==> src/rtl/stream_downsize.sv <==
// stream_downsize: splits wide beats of T_DATA_RATIO lanes into narrow words,
// lane 0 first, skipping lanes whose keep bit is clear.
// Ports: clk, rst (async, active-high)
//   slave:  s_data_i, s_keep_i, s_last_i, s_valid_i, s_ready_o
//   master: m_data_o, m_last_o, m_valid_o, m_ready_i
// Option: define STREAM_DOWNSIZE_BACK2BACK_EN to accept a new beat on
// the same cycle as the final narrow word leaves.
module stream_downsize #(
  parameter int T_DATA_WIDTH = 32,
  parameter int T_DATA_RATIO = 4
) (
  input  logic                                     clk,
  input  logic                                     rst,
  input  logic [T_DATA_RATIO-1:0][T_DATA_WIDTH-1:0] s_data_i,
  input  logic [T_DATA_RATIO-1:0]                  s_keep_i,
  input  logic                                     s_last_i,
  input  logic                                     s_valid_i,
  output logic                                     s_ready_o,
  output logic [T_DATA_WIDTH-1:0]                  m_data_o,
  output logic                                     m_last_o,
  output logic                                     m_valid_o,
  input  logic                                     m_ready_i
);

  localparam int IW = $clog2(T_DATA_RATIO);

  typedef enum logic {IDLE, SEND} state_t;

  state_t state_q, state_d;

  logic [T_DATA_RATIO-1:0][T_DATA_WIDTH-1:0] beat_q;
  logic [T_DATA_RATIO-1:0] rem_q;
  logic                    last_q;

  logic [IW-1:0]           lane;
  logic [T_DATA_RATIO-1:0] lane_oh;
  logic                    final_lane;
  logic                    s_xfer;
  logic                    m_xfer;

  assign s_xfer = s_valid_i & s_ready_o;
  assign m_xfer = m_valid_o & m_ready_i;

  // lowest pending lane, both as index and one-hot
  always_comb begin
    lane = '0;
    for (int i = T_DATA_RATIO - 1; i >= 0; i--) begin
      if (rem_q[i]) lane = IW'(i);
    end
  end

  assign lane_oh    = rem_q & (~rem_q + T_DATA_RATIO'(1));
  assign final_lane = (rem_q & ~lane_oh) == '0;

  always_ff @(posedge clk or posedge rst) begin
    if (rst) state_q <= IDLE;
    else     state_q <= state_d;
  end

  always_comb begin
    state_d = state_q;
    unique case (state_q)
      IDLE: begin
        if (s_xfer && (|s_keep_i)) state_d = SEND;
      end
      SEND: begin
        if (m_xfer && final_lane)
          state_d = (s_xfer && (|s_keep_i)) ? SEND : IDLE;
      end
      default: state_d = IDLE;
    endcase
  end

`ifdef STREAM_DOWNSIZE_BACK2BACK_EN
  always_comb begin
    s_ready_o = (state_q == IDLE) |
                (m_valid_o & m_ready_i & final_lane);
  end
`else
  // one idle cycle after a beat drains; ready comes from state only
  logic bubble_q;

  always_ff @(posedge clk or posedge rst) begin
    if (rst) bubble_q <= 1'b0;
    else     bubble_q <= m_xfer & final_lane;
  end

  always_comb begin
    s_ready_o = (state_q == IDLE) & ~bubble_q;
  end
`endif

  always_comb begin
    m_valid_o = (state_q == SEND);
    m_last_o  = m_valid_o & last_q & final_lane;
    m_data_o  = m_valid_o ? beat_q[lane] : '0;
  end

  always_ff @(posedge clk or posedge rst) begin
    if (rst) begin
      beat_q <= '0;
      rem_q  <= '0;
      last_q <= 1'b0;
    end else if (s_xfer) begin
      beat_q <= s_data_i;
      rem_q  <= s_keep_i;
      last_q <= s_last_i;
    end else if (m_xfer) begin
      rem_q  <= rem_q & ~lane_oh;
    end
  end

endmodule

==> config.mk <==
export PLATFORM = sky130hd
export DESIGN_NAME = stream_downsize
export DESIGN_NICKNAME = d
export VERILOG_FILES = /design/src/rtl/stream_downsize.sv
export SDC_FILE = /design/constraint.sdc
export NUM_CORES = 1
export LEC_CHECK = 0
export CAP_MARGIN = 20
export CORE_ASPECT_RATIO = 1.1
export CORE_MARGIN = 2
export CORE_UTILIZATION = 40
export CTS_CLUSTER_DIAMETER = 100
export CTS_CLUSTER_SIZE = 10
export DETAILED_ROUTE_END_ITERATION = 12
export PLACE_DENSITY = 0.7
export SLEW_MARGIN = 30
export SYNTH_ARGS = -nofsm -noshare
export SYNTH_HDL_FRONTEND = slang
export SYNTH_SLANG_ARGS = --single-unit
==> constraint.sdc <==
create_clock -name clk -period 4.2 [get_ports clk]
set_input_delay 0.63 -clock clk [delete_from_list [all_inputs] [get_ports clk]]
set_output_delay 0.63 -clock clk [all_outputs]
set_load 0.01 [all_outputs]
; ---- Word-level counts from Yosys, hierarchy flattened
; Cells that the tools add are included.
; W data, S select, Z words.
[classes]
addsub = 1
magnitude_cmp = 1
muxes = 12
bitwise = 12
n_reduce_logical = 5
[op_table]
columns = operator, count
row1 = $bmux W32 S2, 1
row2 = $mux W32, 2
row3 = $and A4 B4 Y4, 2
row4 = $mux W2, 4
row5 = $mux W4, 2
row6 = $not A4 Y4, 2
row7 = $and A1 B1 Y1, 6
row8 = $add A4 B1 Y4 const B, 1
row9 = $logic_not A4 Y1, 1
row10 = $reduce_or A4 Y1, 1
row11 = $lt A2 B3 Y1 const B, 1
row12 = $logic_and A1 B1 Y1, 2
row13 = $mux W1, 2
row14 = $not A1 Y1, 2
row15 = $pmux W1 S2, 1
row16 = $reduce_bool A2 Y1, 1
[totals]
regBits = 135
in_bits = 137
out_inout_bits = 35
wordCells = 39

; ---- Longest topological paths before layout
; Gate-level depths: netlist of run 1.
[logic_depth]
depth_word = 9
depth_mapped = 6
mapped_depth_nobuf = 3

; ---- Worst setup path after synthesis of run 1
; No wires, ideal clock.
[synth_path]
path_kind = reg2out
start = register state_q, in the netlist m_valid_o
end = output port m_data_o[1]
arrival_time_ns = 1.376
path_slack_ns = 2.194
stages_incl_launch_ff = 7
n_path_buf = 3
cell_sequence = dfrtp_1 > buf_4 > or3b_1 > buf_2 > buf_6 > a21o_1 > o211ai_2
[synth_via]
elab_chain_cells = 1
[synth_lines]
columns = element, line_no
row1 = from (decl), 29  ; state_t state_q, state_d;
row2 = from (signal assigned), 57  ; else state_q <= state_d;
row3 = $mux W32, 96  ; m_data_o = m_valid_o ? beat_q[lane] : '0;
row4 = to (decl), 19  ; output logic [T_DATA_WIDTH-1:0] m_data_o,
; Every way passes these cells.

; ---- Final worst setup path of run 1
[layout_path]
start = register rem_q[3]
end = output port m_data_o[9]
[layout_via]
elab_chain_cells = 7
[layout_lines]
columns = element, line_no
row1 = from (decl), 32  ; logic [T_DATA_RATIO-1:0] rem_q;
row2 = from (signal assigned), 106  ; rem_q <= s_keep_i;
row3 = from (signal assigned), 109  ; rem_q <= rem_q & ~lane_oh;
row4 = $mux W2 (4 in a row), 48  ; if (rem_q[i]) lane = IW'(i);
row5 = $bmux W32 S2, 96
row6 = $mux W32 (implied by the code), 96
row7 = $mux W32, 96
; Every way passes these cells. The select of a mux whose other input is x is not followed.

==> results.txt, run 1 <==
The max-capacitance violation count came out at 0. In the final layout, the multi-input gates occupy 3180 um2. For this configuration, the core starts out at a cell density of 0.407. The cell area after synthesis came out at 6900 um2. The number of I/O pins came out at 172. The area of all placed cells without fillers came out at 9330 um2.

TritonCTS built the clock tree. The relative contribution of the clock network to total power came out at 0.225. The net count reported at finish came out at 825. The transition at the pin with the smallest max-transition slack came out at 0.905 ns. The worst setup path is captured at an output port. The post-CTS setup repair buffer count came out at 0.

The class of the tightest hold or removal check is flop to flop. After detailed routing, the average wire length per cell comes to 19.4 um. The setup clock skew after layout came out at 0.00855 ns.

The H-tree was split into 4 levels. The power density over the cells came out at 769 nW/um2. Entering global routing, the biggest net connects 136 pins. The internal reg-to-reg setup slack came out at 2.02 ns. Yosys mapped the design onto 30 distinct sky130hd cell types. The leakage power is 3.68 nW. Summed over all nets, the switching power comes to 2.55 mW. The combinational power share came out at 0.436. The cell family with the largest share of critical-path delay is simple AND/OR/NAND/NOR gates.

For this run, the number of Yosys warnings is 0. The worst register-to-register path ends at beat_q[4]. The number of global-route vias before repair is 5289.

STA puts the critical path data arrival time at 2.94 ns. The number of gates resized after CTS was 0. The horizontal die dimension is 129 um.

The placed instances occupy a cell area of 8690 um2. The per-cell via count in the routed design is 5.36. Setup repair after global routing left no endpoint under its margin. The sequential cell area fraction in the yosys report is 0.489.

The insertion delay to the later sink of the worst-skew pair is 0.42 ns. The accumulated negative setup slack is 0 ns. The signal on the critical path passes through nor2_4, o211ai_1, o211ai_2, clkdlybuf4s50_1.

The internal portion of the total power is 4.63 mW. The iteration count of the initial detailed-routing pass is 5. The clock drives 135 sinks. The count of input and output buffers is 171. The placeable core region is 17000 um2. Measured along the y axis, the die boundary spans 142 um. The number of synthesized register bits came out at 135. The via count came out at 5003. The number of endpoints failing setup at the final stage came out at 0. The final count of pins violating max slew came to 0. The number of nets in the synthesized netlist is 680.

The maximum clock insertion buffer count is 2. Summing all flip-flop and latch instances after layout gives 3380 um2. The fraction of power consumed by sequential logic came out at 0.339. Tracing the worst setup path back leads to its startpoint at rem_q[3].

The critical path depth came out at 4. The fraction of power spent switching nets came out at 0.355. The first-pass GRT wire length came out at 27900 um. Routability-driven placement finished with a final weighted congestion of 0.767. Summed over all layers, the global routing overflow is 0. The count of antenna-violating nets left after detailed routing came out at 0.

The required time at the endpoint of the critical path is 3.57 ns. Across every metal layer, demand over resource in global routing totals 0.201. The synthesized area per cell is 12.7 um2. The run finished with clean final reports. The number of hold violations in the final report is 0. The die outline area came out at 18300 um2. The post-synthesis instance total is 543. Based on the critical path, the design can be clocked at up to 280 MHz. The number of antenna violations at the first check in global routing came out at 0. The worst register-to-register path has a depth of 4. Clock-pin slew was measured on the worst setup and hold paths at 0.06 ns. The maximum vdd drop is 380 uV. In the final layout, the share of cells above drive strength 1 is 0.109. The maximum fanout encountered on the critical timing path came out at 37. The largest incremental delay on the critical path came out at 0.83 ns. The worst flop-to-flop path startpoint is m_valid_o. The number of placement rows came out at 50. The highest-delay cell along the critical path is nor2_4. The ratio of final minimum period to clock period came out at 0.849. The number of buffers inserted for hold repair after clock tree synthesis is 0. The remaining routing DRC violations came out at 0. The DRC marker count from the first detailed-route iteration came out at 310. The worst max-slew margin expressed relative to the limit came out at 0.395. The post-detailed-placement half-perimeter wirelength is 11800 um.

By startpoint and endpoint, the worst setup path is classified as flop to output port. STA classifies the critical path startpoint as a flop. The count of fill cells added during filler insertion came out at 1448. The number of antenna diodes in the final layout is 0. The number of CTS-inserted buffers is 17.

The post-synthesis to final-layout area growth came out at 35.2%. Together, buffers and inverters on the worst path number 1. The tree is rooted in a clkbuf_16. The destination of the critical timing path is m_data_o[9]. The post-layout minimum cycle time is 3.57 ns. The final layout contains routed wiring with a total length of 18100 um.
## flip-flops by register name (all words and copies together), names as in the netlist
register   flops
last_q         1
m_valid_o      1
beat_q       128
rem_q          4
bubble_q       1
## worst min-delay path by stage
stage / from / cells past startpoint / slack (ns) / end
after floorplan: last_q / 1 / 0.45 / last_q
after CTS: beat_q[62] / 1 / 0.49 / beat_q[62]
after global routing: beat_q[25] / 1 / 0.49 / beat_q[25]
after detailed placement: beat_q[62] / 1 / 0.47 / beat_q[62]
after global placement: last_q / 1 / 0.46 / last_q
final: beat_q[120] / 1 / 0.48 / beat_q[120]
## cells in the mapped netlist (all sizes together)
library cell | number | area share
nand2b | 2 | 0.0018
mux2i | 3 | 0.0044
nor3 | 1 | 0.00072
a22o | 2 | 0.0025
nand3b | 32 | 0.035
or3 | 1 | 0.00091
nor2b | 1 | 0.00091
mux2 | 129 | 0.21
o21ai | 2 | 0.0015
nor2 | 5 | 0.0027
buf | 29 | 0.037
inv | 2 | 0.0011
or3b | 1 | 0.0013
and3 | 1 | 0.00091
dfrtp | 135 | 0.49
or2 | 1 | 0.00091
nor3b | 1 | 0.0027
nand4b | 32 | 0.041
maj3 | 1 | 0.0015
clkbuf | 27 | 0.015
nand3 | 1 | 0.00072
a21o | 32 | 0.035
nand2 | 35 | 0.019
a21oi | 1 | 0.00072
o41ai | 1 | 0.0013
o211ai | 65 | 0.092
## placed cells by master, fill, tap and decap left out
| cell | instances |
|---|---|
| mux2i_1 | 3 |
| nand4b_1 | 32 |
| and3_1 | 1 |
| nor3b_4 | 1 |
| nand2b_1 | 2 |
| or2_1 | 1 |
| mux2_1 | 129 |
| clkdlybuf4s50_1 | 171 |
| or3b_1 | 1 |
| o211ai_2 | 30 |
| inv_1 | 1 |
| or3_1 | 1 |
| o211ai_1 | 35 |
| nor3_1 | 1 |
| buf_4 | 8 |
| nor2_1 | 4 |
| nor2b_1 | 1 |
| a21oi_4 | 1 |
| dfrtp_1 | 132 |
| a21o_1 | 32 |
| nor2_4 | 1 |
| nand3b_1 | 32 |
| o21ai_1 | 2 |
| maj3_1 | 1 |
| nand3_1 | 1 |
| buf_12 | 3 |
| bufinv_16 | 5 |
| o41ai_1 | 1 |
| dfrtp_2 | 3 |
| clkinv_2 | 3 |
| clkinvlp_4 | 2 |
| clkbuf_1 | 3 |
| clkbuf_8 | 2 |
| clkbuf_16 | 17 |
| nand2_1 | 35 |
| a22o_1 | 2 |
## cells by family (layout without fill, tap and decap cells)
| kind of cell | Yosys count | count (layout) | synth area share |
|---|---|---|---|
| AO/OA/AOI/OAI | 103 | 103 | 0.133 |
| adder cells (fa/ha/maj) | 1 | 1 | 0.00145 |
| AND/OR/NAND/NOR | 114 | 114 | 0.108 |
| multiplexers | 132 | 132 | 0.215 |
| buffers and inverters | 58 | 215 | 0.0531 |
| flip-flops | 135 | 135 | 0.489 |
## power groups by stage
stage	Sequential, mW	Combinational (mW)	Clock [mW]
floorplan	2.21	2.20	0
global placement	2.42	3.08	0
detailed placement	2.45	3.15	0
CTS	2.43	3.16	1.65
global route	2.52	3.37	1.71
finish	2.43	3.13	1.62
## final cells by class
| type | count | area share |
|---|---|---|
| Tap cell | 234 | 0.0314 |
| Sequential cell | 135 | 0.362 |
| Clock inverter | 9 | 0.0185 |
| Timing Repair Buffer | 182 | 0.196 |
| Clock buffer | 22 | 0.0497 |
| Multi-Input combinational cell | 350 | 0.340 |
| Inverter | 2 | 0.00121 |
## layer usage
metal / track usage / up-vias / routed length [um]
met5: 0 / - / 0
met1: 0.250 / 2497 / 7690
li1: - / 2295 / -
met3: 0.0558 / 27 / 1090
met4: 0.0807 / 0 / 330
met2: 0.332 / 184 / 8960
## metrics by stage
stage                     worst slack (ns)  cells  hold slack (ns)  power, mW   util
after floorplan                       1.89    543            0.450       4.41      -
after global placement                1.09    903            0.462       5.50  0.513
after detailed placement              1.08    903            0.474       5.59  0.513
after CTS                            0.614    934            0.487       7.25  0.550
after global routing                 0.479    934            0.495       7.60  0.550
final                                0.635    934            0.483       7.18  0.550
(Power assumes the default switching activity.)
==> run 2: changes to the inputs <==
==> constraint.sdc (replaced) <==
create_clock -name clk -period 3.26 [get_ports clk]
set_input_delay 0.489 -clock clk [delete_from_list [all_inputs] [get_ports clk]]
set_output_delay 0.489 -clock clk [all_outputs]
set_load 0.01 [all_outputs]
==> run 2 against run 1 <==
  * Hold slack got worse by 0.0042 ns
  * Clock power increased by 20%
  * First-iteration DRC count decreased by 10%
  * Largest cell class unchanged
  * Clock-buffer cell count decreased by 3
  * Critical path type unchanged
  * Register-to-register slack got worse by 0.93 ns
==> results.txt, run 2 (synthesized netlist as in run 1, its figures left out) <==
The total buffers and inverters traversed by the critical path is 2 (was 1). The accumulated negative setup slack is 0 ns (unchanged). The area of all placed cells without fillers came to 9420 um2 (was 9330 um2).

The most common library cell in the layout ignoring fill and taps is clkdlybuf4s50_1 (unchanged). The final non-filler cell total came out at 948 (was 934). Series of cell instances along the critical path: or2_2, buf_4, o211ai_1, o211ai_2, clkdlybuf4s50_1 (was nor2_4, o211ai_1, o211ai_2, clkdlybuf4s50_1).

The starting utilization of the core area came to 0.407 (unchanged). The total routing usage reported by global routing came out at 0.198 (was 0.201). The clock transition at the registers of the reported paths came out at 0.06 ns (about the same). The nature of the critical path startpoint is a flop (unchanged). The DRC marker count from the first detailed-route iteration is 278 (was 310). The number of flip-flops in the largest register came out at 128 (unchanged). Outcome: finished, final reports clean (unchanged).

The met2 track demand over resource is 0.313 (was 0.332). The routed wire length is 17700 um (was 18100 um). The critical path data arrival time is 2.57 ns (was 2.94 ns). The number of CTS-inserted buffers is 17 (unchanged). The number of diodes added for antenna fixing is 0 (unchanged).

The post-detailed-placement half-perimeter wirelength is 12300 um (was 11800 um). The critical path startpoint is rem_q[0] (was rem_q[3]). The transition at the pin with the smallest max-transition slack came to 0.762 ns (was 0.905 ns).

The number of cells in the design after placement was 914 (was 903). The final count of pins violating max slew is 0 (unchanged). The worst max-slew margin expressed relative to the limit is 0.492 (was 0.395).

Most used cells in the layout excluding fill and tap cells: 171 x clkdlybuf4s50_1, 132 x dfrtp_1, 129 x mux2_1 (unchanged). The number of I/O pins was 172 (unchanged). The vertical die dimension came to 142 um (unchanged). Setup repair after global routing missed its margin: false (unchanged). The maximum clock insertion buffer count came out at 2 (unchanged). The setup clock skew after layout was 0.00566 ns (was 0.00855 ns). The count of input and output buffers is 171 (unchanged). The iteration count of the initial detailed-routing pass came out at 4 (was 5). The worst flop-to-flop path startpoint is m_valid_o (unchanged). The class of the tightest hold or removal check is flop to flop (unchanged). The power density over the cells is 975 nW/um2 (was 769 nW/um2). The routed wirelength normalized by instance count is 18.7 um (was 19.4 um). The horizontal die dimension is 129 um (unchanged). The first-pass GRT wire length is 27900 um (about the same).

The cell family with the largest share of critical-path delay is buffers and inverters (was simple AND/OR/NAND/NOR gates). The most crowded layer after global routing is met2 (unchanged). Biggest registers after layout: beat_q (128), rem_q (4) (unchanged). The largest net degree at the start of global routing came to 93 (was 136). The met3 layer usage reported by global route came out at 0.0554 (was 0.0558).

The insertion delay to the later sink of the worst-skew pair came out at 0.41 ns (was 0.42 ns). The peak clock frequency supported by timing is 327 MHz. The via count is 5063 (was 5003). The ratio of final minimum period to clock period is 0.938. The number of antenna violations at the first check in global routing came out at 0 (unchanged). The per-cell via count in the routed design came out at 5.34 (was 5.36). The highest-delay cell along the critical path is clkdlybuf4s50_1 (was nor2_4).

The largest incremental delay on the critical path is 0.56 ns (was 0.83 ns). The worst setup slack after placement is 0.383 ns (was 1.08 ns). The number of placement rows was 50 (unchanged). The cell at the root of the clock tree was clkbuf_16 (unchanged). The remaining routing DRC violations came out at 0 (unchanged).

The weighted congestion reported at the end of routability-driven placement came to 0.797 (was 0.767). The largest register by flop count was beat_q (unchanged). The max-capacitance violation count came to 0 (unchanged). The post-layout minimum cycle time is 3.06 ns. The net count reported at finish came to 838 (was 825).

The die outline area came out at 18300 um2 (unchanged). The leftover overflow at the end of global routing is 0 (unchanged). The number of endpoints failing setup at the final stage was 0 (unchanged). The class of the most critical setup path is flop to output port (unchanged).

The H-tree depth is 4 (unchanged). The number of global-route vias before repair came out at 5347 (was 5289). The number of hold violations in the final report is 0 (unchanged).

The post-synthesis to final-layout area growth is 36.4% (was 35.2%). The placeable core region is 17000 um2 (unchanged). The worst hold path startpoint is last_q (was beat_q[120]).

The required time at the endpoint of the critical path came to 2.77 ns (was 3.57 ns). The count of antenna-violating nets left after detailed routing is 0 (unchanged). The sort of element at the end of the critical path is an output port (unchanged). The fraction of layout instances using a drive strength above 1 is 0.133 (was 0.109).

The clock sink count came out at 135 (unchanged). The maximum fanout encountered on the critical timing path is 17 (was 37). The clock tree from TritonCTS was done (unchanged).

The final worst slack came to 0.201 ns (was 0.635 ns). The total cell area at the placement stage came out at 8780 um2 (was 8690 um2). The number of buffers inserted for hold repair after clock tree synthesis is 0 (unchanged). The maximum vdd drop came out at 536 uV (was 380 uV). The routing usage on met1 came out at 0.255 (was 0.250).

The leakage power was 3.74 nW (was 3.68 nW).
==> run 2: changes by cell type in the layout (fill, tap and decap cells not counted) <==
cell        change
clkinvlp_4      +1
buf_12          +1
clkinv_4        +1
buf_6           +1
buf_4          +11
or3b_4          +1
bufinv_16       -2
inv_6           +1
clkinv_2        +3
or3b_1          -1
or2_2           +1
clkbuf_1        -3
or2_1           -1
==> run 2: worst paths after layout <==
kind / slack (ns) / cells after the start / end
setup / recovery: 0.20 / 5 / m_data_o[30]
hold / removal: 0.48 / 1 / last_q
setup reg to reg: 1.09 / 4 / beat_q[7]
hold reg to reg: 0.48 / 1 / last_q
max in group asynchronous: 2.03 / 3 / beat_q[49]
min in group asynchronous: 0.51 / 2 / beat_q[56]
==> run 2: area by class of cell <==
| class | instances | area [um2] |
|---|---|---|
| clock buffer | 19 | 453 |
| clock inverter | 13 | 153 |
| fill | 1462 | 7540 |
| inverter | 2 | 11.3 |
| multi-input combinational | 350 | 3180 |
| sequential | 135 | 3380 |
| tap | 234 | 293 |
| timing repair buffer | 195 | 1950 |
==> run 2: timing repair <==
action                     in CTS  in global routing
buffers inserted                0                  2
pin swaps                       0                  1
setup endpoints to repair      14                 23
gates resized for setup         1                  2
==> run 2: per-layer routing <==
layer  up-vias  share of wire  wire length, um
met5         -              0                0
met2       183           0.48             8430
li1       2317              -                -
met1      2533           0.44             7700
met4         0          0.026              459
met3        30          0.062             1090
==> run 2: metrics by stage <==
step                hold slack [ns]   util  total power [mW]
finish                        0.479  0.555              9.18
global route                  0.494  0.555              9.78
CTS                           0.482  0.553              9.21
detailed placement            0.469  0.518              7.23
global placement              0.462  0.518              7.08
floorplan                     0.450      -              5.68
==> run 2: where the power goes <==
group | internal [mW] | total (mW) | switching, mW | leakage (nW)
clock network | 1.24 | 1.94 | 0.708 | 0.299
registers | 2.54 | 3.05 | 0.510 | 1.59
logic | 2.14 | 4.19 | 2.05 | 1.85
==> run 3: changes to the inputs <==
--- a/config.mk
+++ b/config.mk
@@ -5,6 +5,7 @@
 export SDC_FILE = /design/constraint.sdc
 export NUM_CORES = 1
 export LEC_CHECK = 0
+export ABC_AREA = 1
 export CAP_MARGIN = 20
 export CORE_ASPECT_RATIO = 1.1
 export CORE_MARGIN = 2
==> run 3 against run 2 <==
  * Cell area decreased by 3.3%
  * Sequential power is 10% lower
  * Power is 5.9% higher
  * Clock skew grew 0.0022 ns
  * Clock-buffer cell count grew 4
  * Core utilization grew 0.27 points
  * Synthesized cell count increased by 56%
  * Die area shrank 3.3%
  * Critical path type unchanged
  * Clock power grew 5%
==> results.txt, run 3 <==
The class of the most critical setup path was flop to output port (unchanged). The ratio of final minimum period to clock period came out at 0.940 (was 0.938). Setup repair after global routing missed its margin: false (unchanged). The largest incremental delay on the critical path came to 0.56 ns (about the same). The peak clock frequency supported by timing is 326 MHz (was 327 MHz). The number of endpoints failing setup at the final stage came out at 0 (unchanged). The die outline area is 17700 um2 (was 18300 um2). The post-synthesis instance total is 847 (was 543). The horizontal die dimension is 127 um (was 129 um). The number of placement rows came out at 49 (was 50). The max-capacitance violation count came to 0 (unchanged).

The clock transition at the registers of the reported paths came out at 0.06 ns (about the same). The Yosys warning count came out at 0 (unchanged). The DRC marker count from the first detailed-route iteration was 424 (was 278).

Most used cells in the layout excluding fill and tap cells: 261 x nand2_1, 171 x clkdlybuf4s50_1, 135 x dfrtp_1 (was 171 x clkdlybuf4s50_1, 132 x dfrtp_1, 129 x mux2_1). The count of antenna-violating nets left after detailed routing came to 0 (unchanged). The post-synthesis to final-layout area growth is 36.6% (was 36.4%).

The synthesized area per cell came out at 7.87 um2 (was 12.7 um2). The weighted congestion reported at the end of routability-driven placement came out at 0.851 (was 0.797). The H-tree depth came out at 4 (unchanged). The setup clock skew after layout is 0.00784 ns (was 0.00566 ns). The most frequent cell after synthesis is nand2_1 (was dfrtp_1). The final count of pins violating max slew is 0 (unchanged).

The nature of the critical path startpoint is a flop (unchanged). The portion of synthesized cell area occupied by the leading cell type came out at 0.507 (was 0.489). The post-layout minimum cycle time is 3.07 ns (was 3.06 ns).

The internal reg-to-reg setup slack is 1.47 ns (was 1.09 ns). The number of flip-flops in the largest register came out at 128 (unchanged). The wire length on met2 is 8420 um (was 8430 um). The iteration count of the initial detailed-routing pass came out at 5 (was 4). The remaining routing DRC violations came out at 0 (unchanged). The highest layer used for signal routing is met5 (was met4).

The number of I/O pins is 172 (unchanged). The transition at the pin with the smallest max-transition slack is 0.736 ns (was 0.762 ns). The highest-delay cell along the critical path is clkdlybuf4s50_1 (unchanged). The maximum fanout encountered on the critical timing path is 32 (was 17). The clock sink count came out at 135 (unchanged). The count of flip-flops with a built-in enable after synthesis came out at 0 (unchanged). The cell area after synthesis came out at 6670 um2 (was 6900 um2). The insertion delay to the later sink of the worst-skew pair is 0.42 ns (was 0.41 ns).

The detailed-routing wirelength on met1 came to 8130 um (was 7700 um). The leakage power is 4.28 nW (was 3.74 nW). The number of synthesized register bits is 135 (unchanged). The maximum vdd drop is 1060 uV (was 536 uV). The accumulated negative setup slack came out at 0 ns (unchanged).

The number of global-route vias before repair is 5682 (was 5347). The met3 routed wirelength came out at 910 um (was 1090 um). The total of cells resized after clock tree synthesis came out at 0 (was 1). The fraction of layout instances using a drive strength above 1 was 0.0645 (was 0.133).

The via count is 5903 (was 5063). The most common flop cell mapped by yosys is dfrtp_1 (unchanged). The post-detailed-placement half-perimeter wirelength came to 11900 um (was 12300 um). The routed wirelength normalized by instance count came out at 14.8 um (was 18.7 um). The post-CTS setup repair buffer count was 0 (unchanged). The cell depth of the worst hold path is 2 (was 1). The largest register by flop count is beat_q (unchanged). Series of cell instances along the critical path: nor2_2, o21ai_4, inv_2, nand3_1, a21oi_1, clkdlybuf4s50_1 (was or2_2, buf_4, o211ai_1, o211ai_2, clkdlybuf4s50_1). The net count of the mapped netlist was 984 (was 680). The sort of element at the end of the critical path was an output port (unchanged). Outcome: finished, final reports clean (unchanged). The placeable core region is 16300 um2 (was 17000 um2). The first-pass GRT wire length is 28800 um (was 27900 um). The class of the tightest hold or removal check is flop to flop (unchanged). Biggest registers after layout: beat_q (128), rem_q (4) (unchanged).

The most common library cell in the layout ignoring fill and taps is nand2_1 (was clkdlybuf4s50_1). The number of diodes added for antenna fixing was 0 (unchanged). The number of hold violations in the final report was 0 (unchanged). The worst max-slew margin expressed relative to the limit was 0.508 (was 0.492). The cell at the root of the clock tree is clkbuf_16 (unchanged). The most area-hungry cell type in the Yosys netlist is dfrtp_1 (unchanged).

Synth area leaders: dfrtp_1 51%, nand2_1 15%, o21ai_1 7.7% (was dfrtp_1 49%, mux2_1 21%, o211ai_2 5.4%). The largest net degree at the start of global routing is 68 (was 93). The starting utilization of the core area is 0.409 (was 0.407).

The power density over the cells came out at 1070 nW/um2 (was 975 nW/um2). The required time at the endpoint of the critical path is 2.77 ns (about the same). The critical path data arrival time came out at 2.58 ns (was 2.57 ns). The number of buffers inserted for hold repair after clock tree synthesis is 0 (unchanged). The routed wire length came out at 17900 um (was 17700 um). The count of input and output buffers is 171 (unchanged). The maximum clock insertion buffer count came out at 2 (unchanged). The per-cell via count in the routed design is 4.87 (was 5.34). The vertical die dimension came out at 139 um (was 142 um). The overall power came to 9.72 mW (was 9.18 mW). Top cells by count, synth: 261 x nand2_1, 135 x dfrtp_1, 108 x inv_1 (was 135 x dfrtp_1, 129 x mux2_1, 35 x nand2_1, 35 x o211ai_1). The distinct cell type count after synthesis is 19 (was 30). The count of cells along the worst register-to-register path is 6 (was 4). The number of CTS-inserted buffers came out at 17 (unchanged).

The sequential cell area fraction in the yosys report came out at 0.507 (was 0.489). The fraction of the core area covered by cells at the end of the flow came to 0.558 (was 0.555). The proportion of register bits with asynchronous set or reset after synthesis is 1.00 (unchanged). The number of antenna violations at the first check in global routing came to 2 (was 0). The leftover overflow at the end of global routing came to 0 (unchanged).

The clock tree from TritonCTS is done (unchanged). The net count reported at finish is 1132 (was 838). The total routing usage reported by global routing is 0.206 (was 0.198).
run 3: cell types whose count changed in the layout (fill, tap and decap cells not counted), sizes merged, moves of 65 or more:
cell and delta:
nand3 +102, inv +110, nand2 +229, o21ai +107, mux2 -129, o211ai -65
run 3: where the power goes:
group / switching (mW) / leakage [nW] / total, mW / internal, mW
Combinational: 2.89 / 2.30 / 4.94 / 2.05
Sequential: 0.262 / 1.67 / 2.74 / 2.48
Clock: 0.688 / 0.317 / 2.04 / 1.35
run 3: critical path, delay by kind of cell, from the launching register on:
kind	cells	cell delay (ns)
AOI/OAI and AO/OA	2	0.29
buffers and inverters	2	1.06
DFF	1	0.40
and+or+nand+nor	2	0.40
run 3: worst paths after layout:
kind | to | start
min reg2reg | beat_q[101] | beat_q[101]
min | beat_q[101] | beat_q[101]
min in group asynchronous | beat_q[27] | rst
max reg2reg | beat_q[57] | m_valid_o
max | m_data_o[21] | rem_q[1]
max in group asynchronous | beat_q[3] | rst
run 3: area by class of cell:
cell class | instances | area [um2]
Clock buffer | 23 | 488
Clock inverter | 9 | 145
Fill cell | 1502 | 7210
Inverter | 113 | 433
Multi-Input combinational cell | 542 | 2500
Sequential cell | 135 | 3380
Tap cell | 204 | 255
Timing Repair Buffer | 186 | 1900
run 3: metal layers:
layer | track usage | vias to the layer above
met5 | 0 | -
met4 | 0.0781 | 2
met3 | 0.0415 | 30
met2 | 0.325 | 178
met1 | 0.281 | 2720
li1 | - | 2973
run 3: kinds of logic (layout without fill, tap and decap cells):
| logic type | Yosys count | in the layout | synth area share |
|---|---|---|---|
| AO/OA/AOI/OAI | 143 | 143 | 0.108 |
| buffers and inverters | 170 | 331 | 0.119 |
| flip-flops | 135 | 135 | 0.507 |
| AND/OR/NAND/NOR | 399 | 399 | 0.267 |
run 3: per-stage QoR:
step | area, um2 | hold slack [ns] | std cells | worst slack (ns)
4_1_cts | 9100 | 0.473 | 1212 | 0.141
3_5_place_dp | 8470 | 0.456 | 1180 | 0.656
6_report | 9100 | 0.472 | 1212 | 0.194
3_3_place_gp | 8470 | 0.454 | 1180 | 0.694
5_1_grt | 9100 | 0.487 | 1212 | 0.0136
2_1_floorplan | 6670 | 0.440 | 847 | 1.09
